`src/rtl/alu_sequencer.sv`:
```
// alu_sequencer: collects operand A, operand B and an opcode from one byte
// stream, drives them as registered operands into the combinational ALU,
// then captures the ALU result and offers it on a valid/ready output.
module alu_sequencer #(
    parameter int NB_DATA = 8,
    parameter int NB_OP   = 6
) (
    input  logic               clk,
    input  logic               rst_n,
    input  logic [NB_DATA-1:0] in_data,
    input  logic               in_valid,
    output logic               in_ready,
    output logic [NB_DATA-1:0] alu_d0,
    output logic [NB_DATA-1:0] alu_d1,
    output logic [NB_OP-1:0]   alu_opcode,
    input  logic [NB_DATA-1:0] alu_out,
    output logic [NB_DATA-1:0] res_data,
    output logic               res_valid,
    input  logic               res_ready,
    output logic               err_op,
    output logic [7:0]         op_count
);

    localparam logic [2:0] LOAD_A  = 3'd0;
    localparam logic [2:0] LOAD_B  = 3'd1;
    localparam logic [2:0] LOAD_OP = 3'd2;
    localparam logic [2:0] EXEC    = 3'd3;
    localparam logic [2:0] RESULT  = 3'd4;

    localparam logic [NB_OP-1:0] OP_ADD = NB_OP'(6'b100000);

    logic [2:0]       state;
    logic             accept;
    logic [NB_OP-1:0] op_cand;

    // Only the opcodes the ALU actually implements are allowed through.
    function automatic logic is_legal(input logic [NB_OP-1:0] op);
        logic ok;
        case (op)
            NB_OP'(6'b100000),  // ADD
            NB_OP'(6'b100010),  // SUB
            NB_OP'(6'b100100),  // AND
            NB_OP'(6'b100101),  // OR
            NB_OP'(6'b100110),  // XOR
            NB_OP'(6'b000011),  // SRA
            NB_OP'(6'b000010),  // SRL
            NB_OP'(6'b100111):  // NOR
                ok = 1'b1;
            default:
                ok = 1'b0;
        endcase
        return ok;
    endfunction

    assign op_cand = in_data[NB_OP-1:0];
    assign accept  = in_valid && in_ready;

    // Input is accepted only while one of the three load states is active.
    always_comb begin
        in_ready = (state == LOAD_A) || (state == LOAD_B) || (state == LOAD_OP);
    end

    // Sequencer state, operand/opcode registers, result capture and counters.
    always_ff @(posedge clk) begin
        if (!rst_n) begin
            state      <= LOAD_A;
            alu_d0     <= '0;
            alu_d1     <= '0;
            alu_opcode <= OP_ADD;
            res_data   <= '0;
            res_valid  <= 1'b0;
            err_op     <= 1'b0;
            op_count   <= 8'd0;
        end else begin
            err_op <= 1'b0;
            case (state)
                LOAD_A: begin
                    if (accept) begin
                        alu_d0 <= in_data;
                        state  <= LOAD_B;
                    end
                end
                LOAD_B: begin
                    if (accept) begin
                        alu_d1 <= in_data;
                        state  <= LOAD_OP;
                    end
                end
                LOAD_OP: begin
                    // A rejected opcode keeps A/B so only the opcode is re-sent.
                    if (accept) begin
                        if (is_legal(op_cand)) begin
                            alu_opcode <= op_cand;
                            state      <= EXEC;
                        end else begin
                            err_op <= 1'b1;
                        end
                    end
                end
                EXEC: begin
                    // Operands have been stable since the opcode accept.
                    res_data  <= alu_out;
                    res_valid <= 1'b1;
                    op_count  <= op_count + 8'd1;
                    state     <= RESULT;
                end
                RESULT: begin
                    if (res_ready) begin
                        res_valid <= 1'b0;
                        state     <= LOAD_A;
                    end
                end
                default: begin
                    state <= LOAD_A;
                end
            endcase
        end
    end

endmodule
```
`config.mk`:
```
export PLATFORM = sky130hd
export DESIGN_NAME = alu_sequencer
export DESIGN_NICKNAME = d
export VERILOG_FILES = /design/src/rtl/alu_sequencer.sv
export SDC_FILE = /design/constraint.sdc
export NUM_CORES = 1
export LEC_CHECK = 0
export ABC_AREA = 0
export CORE_MARGIN = 5
export CORE_UTILIZATION = 40
export CTS_BUF_LIST = sky130_fd_sc_hd__clkbuf_4
export CTS_CLUSTER_DIAMETER = 30
export DETAILED_ROUTE_END_ITERATION = 7
export GPL_ROUTABILITY_DRIVEN = 0
export GPL_TIMING_DRIVEN = 0
export PLACE_DENSITY = 0.72
export SLEW_MARGIN = 20
export SYNTH_ARGS = -nofsm -noshare
export SYNTH_HDL_FRONTEND = slang
export SYNTH_SLANG_ARGS = --single-unit
```
`constraint.sdc`:
```
create_clock -name clk -period 2.2 [get_ports clk]
set_input_delay 0.33 -clock clk [delete_from_list [all_inputs] [get_ports clk]]
set_output_delay 0.33 -clock clk [all_outputs]
set_load 0.05 [all_outputs]
```
### Word-level counts from Yosys, hierarchy flattened

Index checks and enable logic that the tools add are counted.

* add/subtract/negate cells: 1
* eq/ne operators: 17
* mux-type cells: 13
* reduce and logical (&&, ||, !) cells: 12

Operators by type and width (count)
* $eq 6x6->1 const B: 6
* $mux 3: 5
* $pmux 3 s5: 1
* $eq 6x2->1 const B: 2
* $add 8x1->8 const B: 1
* $ne 2x2->1 const B: 4
* $reduce_or 8->1: 1
* $eq 3x2->1 const B: 2
* $mux 1: 6
* $reduce_and 2->1: 3
* $reduce_and 3->1: 2
* $reduce_and 5->1: 1
* $eq 3x1->1 const B: 1
* $eq 3x3->1 const B: 1
* $logic_not 3->1: 1
* $logic_or 1x1->1: 2
* $ne 2x1->1 const B: 1
* $pmux 1 s2: 1
* $reduce_bool 2->1: 1
* $logic_and 1x1->1: 1

* register bits: 43
* bits of input ports: 20
* output and inout bits: 41
* logic and storage cells: 51

### Logic depth before layout (Yosys ltp)

Gate-level depths: netlist of run 1.

* depth in word-level cells: 10
* gate-level depth with buffers: 5
* gate-level depth less buffers: 4

### Worst setup path before layout of run 1

Ideal clock, no wire load.

* path kind: register to output
* start: reg state[1]
* end: out in_ready
* arrival time: 1245 ps
* required time: 1870 ps
* setup slack: 625 ps
* cell stages (with the launch flop): 3
* buffers on the path: 1
* cells stage by stage: dfxtp_1 -> buf_2 -> a21oi_1

* cells in the longest elaborated chain, start to end: 3
* elaborated cells between the ends (all ways): 5
* classes of those cells: eq/ne: 2; reduce/logical: 3

RTL lines
* start, declared: RTL line 32 `logic [2:0] state;`
* start signal, assigned: RTL line 66 `state <= LOAD_A;`
* start signal, assigned: RTL line 80 `state <= LOAD_B;`
* start signal, assigned: RTL line 86 `state <= LOAD_OP;`
* $eq 3x1->1 or $logic_not 3->1 (tied branches): RTL line 60 `in_ready = (state == LOAD_A) || (state == LOAD_B) || (state == LOAD_OP);`
* $logic_or 1x1->1: RTL line 60
* $logic_or 1x1->1 (*): RTL line 60
* end, declared: RTL line 12 `output logic in_ready,`

Mark *: on every way between the ends. The rest lies on a longest branch, timed or not.

### Worst setup path after layout of run 1

* start: reg op_count[0]
* end: out op_count[0]

RTL lines
* start, declared: RTL line 21 `output logic [7:0] op_count`
* start signal, assigned: RTL line 104 `op_count <= op_count + 8'd1;`

No word-level cell between the ends.

==> results.cfg, run 1 <==
[floorplan]
initial_core_util = 0.409
die-area_sq_um = 5820
ios = 61
core_region_area_sq_um = 4290
die_x_microns = 76.3
die_h_microns = 76.3
rows = 24

[routing]
wire_per_inst_microns = 12.9
ant_nets = 0
routed_wl_mm = 4.00
drc = 0
dr.pass1.iters = 4
vias = 1502
viasPerCell = 4.85
drt_iter0_markers = 60

[sta]
hold_viol = 0
min_period_ns = 2.02
worst_pin_slew_ns = 0.526
clock_skew_ns = 0.00917
finalCritPeriodShare = 0.918
holdWs_ns = 0.366
rsz0062_at_grt = no
setup_viol = 0
fmax_mhz = 495
slew_headroom = 0.649
maxSlewViolCount = 0
fin_tns_setup_ns = 0

[worst_setup_path]
r2r_setup_slack_ns = 0.81
cp_num_buf_inv = 1
crit_family = buffers and inverters
crit_chain = clkdlybuf4s50_1
slowest_delay_ns = 0.86
critPathLaunchType = flop
worst_r2r_endpoint = alu_opcode[5]
reg2reg_depth = 5
critPathCaptureType = output pin
r2r_start = state[2]
worstPathArrival_ns = 1.69
critPathRequiredTime_ns = 1.87
critPathKind = flop to output pin
crit_slowest_cell = clkdlybuf4s50_1
path_max_fanout = 6
critical_path.startpoint = op_count[0]

[synth]
synth_edf_count = 0
synth_nets = 213
synthCells = 192
ys_types = 30
synth-seq-area-share = 0.490
syn_area_per_cell_sq_um = 9.16
async_flop_share = 0
ys_seq_elements = 43
ys_warn_count = 0
netlist_area_sq_um = 1760
synth_flop_cell = dfxtp_1

[layout]
layout_common_cells = 58 x clkdlybuf4s50_1, 43 x dfxtp_1, 42 x nand2_1
diodes = 0
mostFrequentLayoutCell = clkdlybuf4s50_1
fin_nets = 279
syn_to_final_growth_pct = 41.5
drive_gt1_frac = 0.0620

[run]
max_cap_violations = 0

[cts]
clock-sinks = 43
clock_path_buffers = 2
cts_max_level = 2
path_clk_slew_ns = 0.12
clk_latency_ns = 0.35
cts_root_buf = clkbuf_4
cts_tree = built
cts_buffers = 5

[placement]
dp_hpwl_mm = 2.91
numPortBuffers = 59

[pwr]
ir_drop_mv = 0.411
powerDensity_nw_per_um2 = 628
p_leak_nw = 0.886

[global_route]
antenna_found_initial = 0
grt_usage = 0.145
grt_pass1_vias = 1509
overflow = 0
grt_pass1_wl_mm = 6.98
grt_max_degree = 13

[outcome]
status = complete, no violations

[min_path]
hp-class = input port to flop
hold-path-endpoint = alu_opcode[0]
hold_depth = 3
min_from = rst_n
metrics by stage:
step	cell area (sq um)	setup WS, ns	util	total power [mW]	cells
after CTS	2490	0.166	0.579	1.59	310
after global routing	2490	0.126	0.579	1.65	310
after floorplan	1760	0.625	-	0.991	192
after global placement	2410	0.371	0.562	1.09	303
after detailed placement	2410	0.368	0.562	1.09	303
final	2490	0.179	0.579	1.56	310
state kept, by name, summed over array words and instances (netlist names):
name,flops
alu_d1,8
op_count,8
res_valid,1
err_op,1
state,3
res_data,8
alu_d0,8
alu_opcode,6
cells by family (layout without fill, tap and decap cells):
logic type,after synthesis,in the layout,synth area share
buffers and inverters,12,78,0.0327
xor gates and xnor gates,6,6,0.0299
DFF,43,43,0.490
AOI/OAI and AO/OA,28,28,0.109
muxes,12,12,0.0683
adders and majority gates,1,1,0.00712
and+or+nand+nor,90,90,0.263
layer usage:
layer  vias to the layer above  part of all wire  track usage
li1                        770                 -            -
met1                       677              0.46        0.177
met2                        47              0.43        0.226
met3                         8             0.090       0.0650
met4                         0             0.016       0.0524
met5                         -                 0            0
cell type report:
cell class	count	area, sq um
Fill cell	396	1810
Timing Repair Buffer	59	589
Sequential cell	43	861
Clock buffer	6	45.0
Buffer	12	57.6
Multi-Input combinational cell	137	840
Clock inverter	1	30.0
Tap cell	52	65.1
cell usage after synthesis (all sizes together) (4+ instances only):
library cell | count | area, sq um
a21boi | 18 | 135
a21oi | 6 | 30.0
and2 | 6 | 37.5
and3 | 4 | 25.0
buf | 6 | 35.0
clkbuf | 6 | 22.5
dfxtp | 43 | 861
mux2i | 12 | 120
nand2 | 43 | 164
nand2b | 4 | 25.0
nand4 | 4 | 25.0
nor2 | 5 | 18.8
nor2b | 11 | 68.8
xnor2 | 6 | 52.6
report_power, final:
| group | leakage, nW | total [mW] | switching, mW | internal, mW |
|---|---|---|---|---|
| Sequential | 0.349 | 0.815 | 0.0131 | 0.802 |
| Combinational | 0.496 | 0.256 | 0.151 | 0.105 |
| Clock | 0.0417 | 0.491 | 0.244 | 0.247 |
| Total | 0.886 | 1.56 | 0.408 | 1.15 |
worst register-to-register path, cell delays in order, from the launching register on:
cell	delay [ns]
dfxtp_1	0.37
nand2b_1	0.22
nor2_1	0.21
and3_1	0.18
buf_2	0.16
mux2i_1	0.19
repair_timing:
action,4_1_cts,5_1_grt
endpoints found under the hold margin,0,0
hold buffers,0,0
endpoints found under the setup margin,1,0
setup buffers,0,0
gates resized for setup,1,0
worst max path at each step:
stage,to,depth (start not counted)
finish,op_count[0],1
global route,op_count[0],1
global placement,alu_d0[7],6
detailed placement,alu_d0[1],6
floorplan,in_ready,2
CTS,op_count[0],1
(Power assumes the default switching activity.)
==> run 2: changes to the inputs <==
--- a/config.mk
+++ b/config.mk
@@ -6,14 +6,16 @@
 export NUM_CORES = 1
 export LEC_CHECK = 0
 export ABC_AREA = 0
+export CELL_PAD_IN_SITES_DETAIL_PLACEMENT = 1
+export CELL_PAD_IN_SITES_GLOBAL_PLACEMENT = 2
 export CORE_MARGIN = 5
-export CORE_UTILIZATION = 40
+export CORE_UTILIZATION = 29
 export CTS_BUF_LIST = sky130_fd_sc_hd__clkbuf_4
 export CTS_CLUSTER_DIAMETER = 30
 export DETAILED_ROUTE_END_ITERATION = 7
 export GPL_ROUTABILITY_DRIVEN = 0
 export GPL_TIMING_DRIVEN = 0
-export PLACE_DENSITY = 0.72
+export PLACE_DENSITY_LB_ADDON = 0.1
 export SLEW_MARGIN = 20
 export SYNTH_ARGS = -nofsm -noshare
 export SYNTH_HDL_FRONTEND = slang
==> run 2 against run 1 <==
Effect of this change:
- critical path type unchanged
- highest routed layer unchanged
- utilization shrank 16 points
- worst hold slack gained 0.031 ns
- worst setup slack gained 0.019 ns
==> results.cfg, run 2 (synthesis results as in run 1) <==
[worst_setup_path]
critPathCaptureType = output pin
worstPathArrival_ns = 1.67
path_max_fanout = 6
slowest_delay_ns = 0.85
crit_chain = clkdlybuf4s50_1
critPathKind = flop to output pin
r2r_setup_slack_ns = 0.80
critPathLaunchType = flop
crit_family = buffers and inverters
critPathRequiredTime_ns = 1.87
crit_slowest_cell = clkdlybuf4s50_1
cp_num_buf_inv = 1

[pwr]
swShare = 0.290
pwr-share-seq = 0.554
powerDensity_nw_per_um2 = 587
p_leak_nw = 0.878
internal-power_mw = 1.04
clockPowerShare = 0.268
ir_drop_mv = 0.287
pwr-share-comb = 0.177
p_total_mw = 1.47
power.net_switching_mw = 0.426

[cts]
path_clk_slew_ns = 0.13
clock_path_buffers = 2
clock-sinks = 43
cts_tree = built
cts_root_buf = clkbuf_4
cts_hold_buf = 0
cts_max_level = 2
clk_latency_ns = 0.35
cts_buffers = 5

[layout]
layout_common_cells = 58 x clkdlybuf4s50_1, 43 x dfxtp_1, 42 x nand2_1
fin_util = 0.423
fin_nets = 279
fin_area_sq_um = 2500
mostFrequentLayoutCell = clkdlybuf4s50_1
final_cells = 334
diodes = 0
drive_gt1_frac = 0.0656
syn_to_final_growth_pct = 42.3

[floorplan]
rows = 28
core_region_area_sq_um = 5920
die-area_sq_um = 7720
ios = 61
initial_core_util = 0.297
die_x_microns = 87.9
die_h_microns = 87.9

[routing]
viasPerCell = 4.50
drc = 0
routed_wl_mm = 4.47
drt_iter0_markers = 43
vias = 1504
ant_nets = 0
wire_per_inst_microns = 13.4
dr.pass1.iters = 2

[sta]
clock_skew_ns = 0.0139
min_period_ns = 2.00
maxSlewViolCount = 0
hold_viol = 0
rsz0062_at_grt = no
slew_headroom = 0.652
worst_pin_slew_ns = 0.520
fmax_mhz = 499
setup_viol = 0
fin_tns_setup_ns = 0
finalCritPeriodShare = 0.910
worst_slack_ns = 0.198
holdWs_ns = 0.397

[run]
max_cap_violations = 0

[placement]
place_inst = 326
numPortBuffers = 59
placed_area_sq_um = 2440
dp_hpwl_mm = 3.40
post-place-ws_ns = 0.328

[min_path]
hp-class = input port to flop

[global_route]
antenna_found_initial = 0
grt_max_degree = 14
overflow = 0
grt_pass1_vias = 1490
grt_usage = 0.120
grt_pass1_wl_mm = 7.13

[outcome]
status = complete, no violations
-- run 2: cell count changes in the layout (fill, tap and decap cells not counted) --
cell | before | now
bufinv_16 | 1 | 0
clkinv_2 | 0 | 1
clkinvlp_4 | 0 | 1
dlygate4sd2_1 | 1 | 0
dlymetal6s2s_1 | 0 | 1
-- run 2: path summary, 6_finish.rpt --
| kind | from | end | cells after the start |
|---|---|---|---|
| worst max-delay path | op_count[1] | op_count[1] | 1 |
| worst max register to register | state[2] | alu_opcode[5] | 5 |
| worst min register to register | alu_d0[6] | alu_d0[6] | 2 |
| worst min-delay path | rst_n | alu_opcode[0] | 3 |
-- run 2: routing by layer --
layer,wire length [microns],track usage,vias up
met5,0,0,-
met4,64,0.0544,0
met3,290,0.0329,6
met2,2150,0.197,40
met1,1970,0.147,689
li1,-,-,769
-- run 2: cell type report --
class                      instances  area (sq um)
sequential                        43           861
tap                               75          93.8
clock inverter                     2          12.5
buffer                            12          57.6
clock buffer                       6          45.0
fill                             714          3420
multi-input combinational        137           840
timing repair buffer              59           593
-- run 2: repair_timing --
action,in CTS,in global routing
gates resized for setup,0,1
endpoints found under the setup margin,0,1
endpoints found under the hold margin,0,0
setup buffers,0,0
-- run 2: power groups by stage --
stage          registers [mW]  clock network, mW  logic (mW)
2_1_floorplan           0.901                  0      0.0896
3_3_place_gp            0.832                  0       0.266
3_5_place_dp            0.833                  0       0.266
4_1_cts                 0.816              0.424       0.266
5_1_grt                 0.819              0.450       0.281
6_report                0.815              0.395       0.260
==> variant 1 (flow settings as in run 2) <==
Change the parameter `NB_OP` from 6 to 7.
--- a/src/rtl/alu_sequencer.sv
+++ b/src/rtl/alu_sequencer.sv
@@ -4,5 +4,5 @@
 module alu_sequencer #(
     parameter int NB_DATA = 8,
-    parameter int NB_OP   = 6
+    parameter int NB_OP   = 7
 ) (
     input  logic               clk,
Interface: changed (resized alu_opcode); port bits go from 61 to 62. The function was not compared with the original's and may differ.
==> variant 1 against run 2 <==
Hold slack better by 0.069 ns; fmax up 0.92%; worst setup slack better by 0.018 ns; die area down 2.8%; power down 0.45%; via count up 2.7%; clock power down 2%; routed wire length up 4.2%; cell area down 1.7%; sequential cell count up 1; global-route usage up 1.3 points; cell count up 0.60%; first-iteration DRC count down 37%; synthesized area down 3.2%.
==> variant 1: results (changes against run 2) <==
* Status: finished, final reports clean (unchanged)
* Internal Pwr Total at 1.04 mW (about the same)
* Met3 usage in global routing at 4.85% (was 3.29%)
* Post-place setup slack at 0.177 ns (was 0.328 ns)
* Routing usage on met2 at 21.9% (was 19.7%)
* Worst Skew at 0.0207 ns (was 0.0139 ns)
* Post-synthesis mux area share at 6.47% (was 6.83%)
* Worst ir drop on vdd at 306 uV (was 287 uV)
* GR Util met1 at 16.0% (was 14.7%)
* Drt initial violations at 27 (was 43)
* Routed vias/inst at 4.60 (was 4.50)
* Met3 routed WL at 310 microns (was 290 microns)
* Synthesized instance count at 192 (unchanged)
* Routed met1 length at 2.00 mm (was 1.97 mm)
* Adder-cell share of the synthesized area at 0.735% (was 0.712%)
* Total number of vias at 1545 (was 1504)
* Placed Cells at 328 (was 326)
* Routed wl met2 at 2.25 mm (was 2.15 mm)
* Overall routing resource usage at 13.3% (was 12.0%)
* Final net count at 281 (was 279)
* Vias in the first global route at 1669 (was 1490)
* Synth cell types at 33 (was 30)
* Post-synthesis sequential area ratio at 51.8% (was 49.0%)
* DP HPWL at 3.48 mm (was 3.40 mm)
* Port bufs at 61 (was 59)
* Wire length per cell at 13.9 microns (was 13.4 microns)
* Compound-Gate Fraction of Synth Area at 9.34% (was 10.9%)
* Xor/xnor cell area share of the yosys netlist at 3.09% (was 2.99%)
* Yosys warns at 0 (unchanged)
* Leak at 0.868 nW (was 0.878 nW)
* Share of cells above drive strength 1 at 8.05% (was 6.56%)
* Worst Max-Slew Pin Slew at 0.566 ns (was 0.520 ns)
* Min-delay worst type: register to register (was input port to register)
* Worst Reg-to-Reg Cells at 4 (was 5)
* Cell Area, Placed at 2410 sq um (was 2440 sq um)
* TritonRoute pass-1 iters at 4 (was 2)
[variant 1: cell types whose count changed in the layout (fill, tap and decap cells not counted), sizes merged, moves of 3 or more]
cell    change
nor2       +10
nor3        +3
clkinv      +3
inv         +4
nor2b      -10
xor2        +4
xnor2       -4
a21boi     -18
and2        -6
a21oi      +18
[variant 1: what timing repair did]
action                                  CTS  global route
endpoints found under the setup margin    1             0
hold buffers                              0             0
gates resized for setup                   1             0
[variant 1: power groups by stage]
| stage | Clock [mW] | Combinational (mW) | Sequential (mW) |
|---|---|---|---|
| 2_1_floorplan | 0 | 0.0777 | 0.913 |
| 3_3_place_gp | 0 | 0.248 | 0.848 |
| 3_5_place_dp | 0 | 0.249 | 0.848 |
| 4_1_cts | 0.416 | 0.249 | 0.831 |
| 5_1_grt | 0.455 | 0.265 | 0.835 |
| 6_report | 0.389 | 0.244 | 0.830 |
[variant 1: cell type report]
| type | instances | area [sq um] | area share, % |
|---|---|---|---|
| plain buffers | 10 | 45.0 | 1.83 |
| clock buffers | 5 | 37.5 | 1.53 |
| clock inverters | 3 | 18.8 | 0.763 |
| inverters | 5 | 18.8 | 0.763 |
| multi-input cells | 133 | 757 | 30.8 |
| flip-flops and latches | 44 | 881 | 35.8 |
| well taps | 75 | 93.8 | 3.81 |
| repair buffers | 61 | 609 | 24.8 |
[variant 1: path summary, 6_finish.rpt]
kind                                 start                        to  slack [ns]
setup / recovery  op_count[1]$_SDFFE_PN0P_               op_count[1]        0.22
hold / removal    res_data[2]$_SDFFE_PN0P_  res_data[2]$_SDFFE_PN0P_        0.47
hold reg to reg   res_data[2]$_SDFFE_PN0P_  res_data[2]$_SDFFE_PN0P_        0.47
setup reg to reg     state[1]$_SDFFE_PN0P_  res_data[3]$_SDFFE_PN0P_        0.69
==> variant 2 (config.mk and constraints of run 2) <==
Made on the original files. Register the output `op_count` once more, without a reset; this adds one clock of latency there. The other outputs are not delayed to match.
--- a/src/rtl/alu_sequencer.sv
+++ b/src/rtl/alu_sequencer.sv
@@ -29,4 +29,6 @@
 
     localparam logic [NB_OP-1:0] OP_ADD = NB_OP'(6'b100000);
+
+    logic [7:0] op_count_s0;
 
     logic [2:0]       state;
@@ -71,5 +73,5 @@
             res_valid  <= 1'b0;
             err_op     <= 1'b0;
-            op_count   <= 8'd0;
+            op_count_s0 <= 8'd0;
         end else begin
             err_op <= 1'b0;
@@ -102,5 +104,5 @@
                     res_data  <= alu_out;
                     res_valid <= 1'b1;
-                    op_count  <= op_count + 8'd1;
+                    op_count_s0 <= op_count_s0 + 8'd1;
                     state     <= RESULT;
                 end
@@ -118,3 +120,7 @@
     end
 
+    always_ff @(posedge clk) begin
+        op_count <= op_count_s0;
+    end
+
 endmodule
Behaviour: not the same (a bounded check fails within 10 cycles, from zero or initial values and one cycle with rst_n low).
==> variant 2 against run 2 <==
Synthesized area is 8.9% higher; count of clock-buffer cells in the layout is 1 lower; cell area is 5.8% higher; power is 10% higher; synthesized cell count is 3.6% higher; worst setup slack better by 0.11 ns; sequential cell count is 8 higher; largest cell class unchanged; critical endpoint is now in_ready; fmax is 5.6% higher; highest routed layer unchanged; routed wire length is 5.9% higher.
==> variant 2: results (changes against run 2) <==
* Status: finished, final reports clean (unchanged)
* Top cells by count, synth: dfxtp_1 (51), nand2_1 (42), a21boi_0 (17) (was dfxtp_1 (43), nand2_1 (42), mux2i_1 (12))
* Wire length per cell at 13.8 microns (was 13.4 microns)
* Post-synthesis sequential area ratio at 53.3% (was 49.0%)
* Crit path max fanout at 10 (was 6)
* Met3 usage in global routing at 4.30% (was 3.29%)
* Final hold slack at 0.377 ns (was 0.397 ns)
* Synthesized instance count at 199 (was 192)
* Drt initial violations at 16 (was 43)
* Worst ir drop on vdd at 283 uV (was 287 uV)
* # fillers at 739 (was 714)
* Share of cells above drive strength 1 at 6.04% (was 6.56%)
* Hold EP: op_count[7]$_DFF_P_ (was alu_opcode[0]$_SDFFE_PN0P_)
* Synth cell types at 32 (was 30)
* Crit path launch: state[0]$_SDFFE_PN0P_ (was op_count[1]$_SDFFE_PN0P_)
* Post-place setup slack at 0.321 ns (was 0.328 ns)
* End point of the critical path: in_ready (was op_count[1])
* DP HPWL at 3.54 mm (was 3.40 mm)
* Worst Skew at 0.0115 ns (was 0.0139 ns)
* GR Util met1 at 14.3% (was 14.7%)
* Routed vias/inst at 4.57 (was 4.50)
* First-pass GRT wire length at 7.97 mm (was 7.13 mm)
* Reg2Reg Setup Slack at 0.77 ns (was 0.80 ns)
* Syn_nets at 220 (was 213)
* Synth area leaders: dfxtp_1 (53%), nand2_1 (8.2%), a21boi_0 (6.7%), mux2i_1 (5.8%), nor2b_1 (2.9%) (was dfxtp_1 (49%), nand2_1 (9.0%), mux2i_1 (6.8%), nor2b_1 (3.9%), a21boi_0 (3.8%))
* Slowest cell on the critical path: dlygate4sd2_1 (was clkdlybuf4s50_1)
* Rel. slew slack at 63.8% (was 65.2%)
variant 2: cell count changes after synthesis, moves of 2 or more:
cell | before | now
a21boi_0 | 9 | 17
a21boi_1 | 9 | 1
dfxtp_1 | 43 | 51
and3_1 | 4 | 2
and3b_1 | 1 | 3
nor2b_1 | 11 | 9
variant 2: cell type report:
| class | instances | area [sq um] | share of cell area, % |
|---|---|---|---|
| Sequential cell | 51 | 1020 | 38.6 |
| Multi-Input combinational cell | 135 | 831 | 31.4 |
| Timing Repair Buffer | 59 | 589 | 22.3 |
| Tap cell | 77 | 96.3 | 3.64 |
| Buffer | 12 | 58.8 | 2.22 |
| Clock buffer | 5 | 37.5 | 1.42 |
| Clock inverter | 2 | 8.76 | 0.331 |
| Inverter | 1 | 3.75 | 0.142 |
variant 2: repair_timing:
item,CTS,global route
resized for setup,1,0
hold buffers,0,0
setup buffers,0,0
endpoints found under the setup margin,1,0
variant 2: logic make-up (layout without fill, tap and decap cells):
| kind of cell | count (synthesis) | in the layout | share of synthesized area (%) |
|---|---|---|---|
| multiplexers | 11 | 11 | 5.75 |
| AO/OA/AOI/OAI | 29 | 29 | 10.4 |
| AND/OR/NAND/NOR | 88 | 88 | 23.9 |
| buffers and inverters | 13 | 79 | 3.27 |
| adder cells (fa/ha/maj) | 1 | 1 | 0.653 |
| XOR/XNOR | 6 | 6 | 2.75 |
| flip-flops | 51 | 51 | 53.3 |
variant 2: power breakdown:
group / total, mW / switching, mW / internal (mW)
clock network: 0.401 / 0.287 / 0.114
logic: 0.258 / 0.154 / 0.104
registers: 0.961 / 0.0133 / 0.948
total: 1.62 / 0.454 / 1.17
variant 2: metal layers:
metal / share of wire (%) / up-vias
li1: - / 789
met1: 45 / 729
met2: 47 / 39
met3: 6.5 / 5
met4: 1.1 / 0
met5: 0 / -
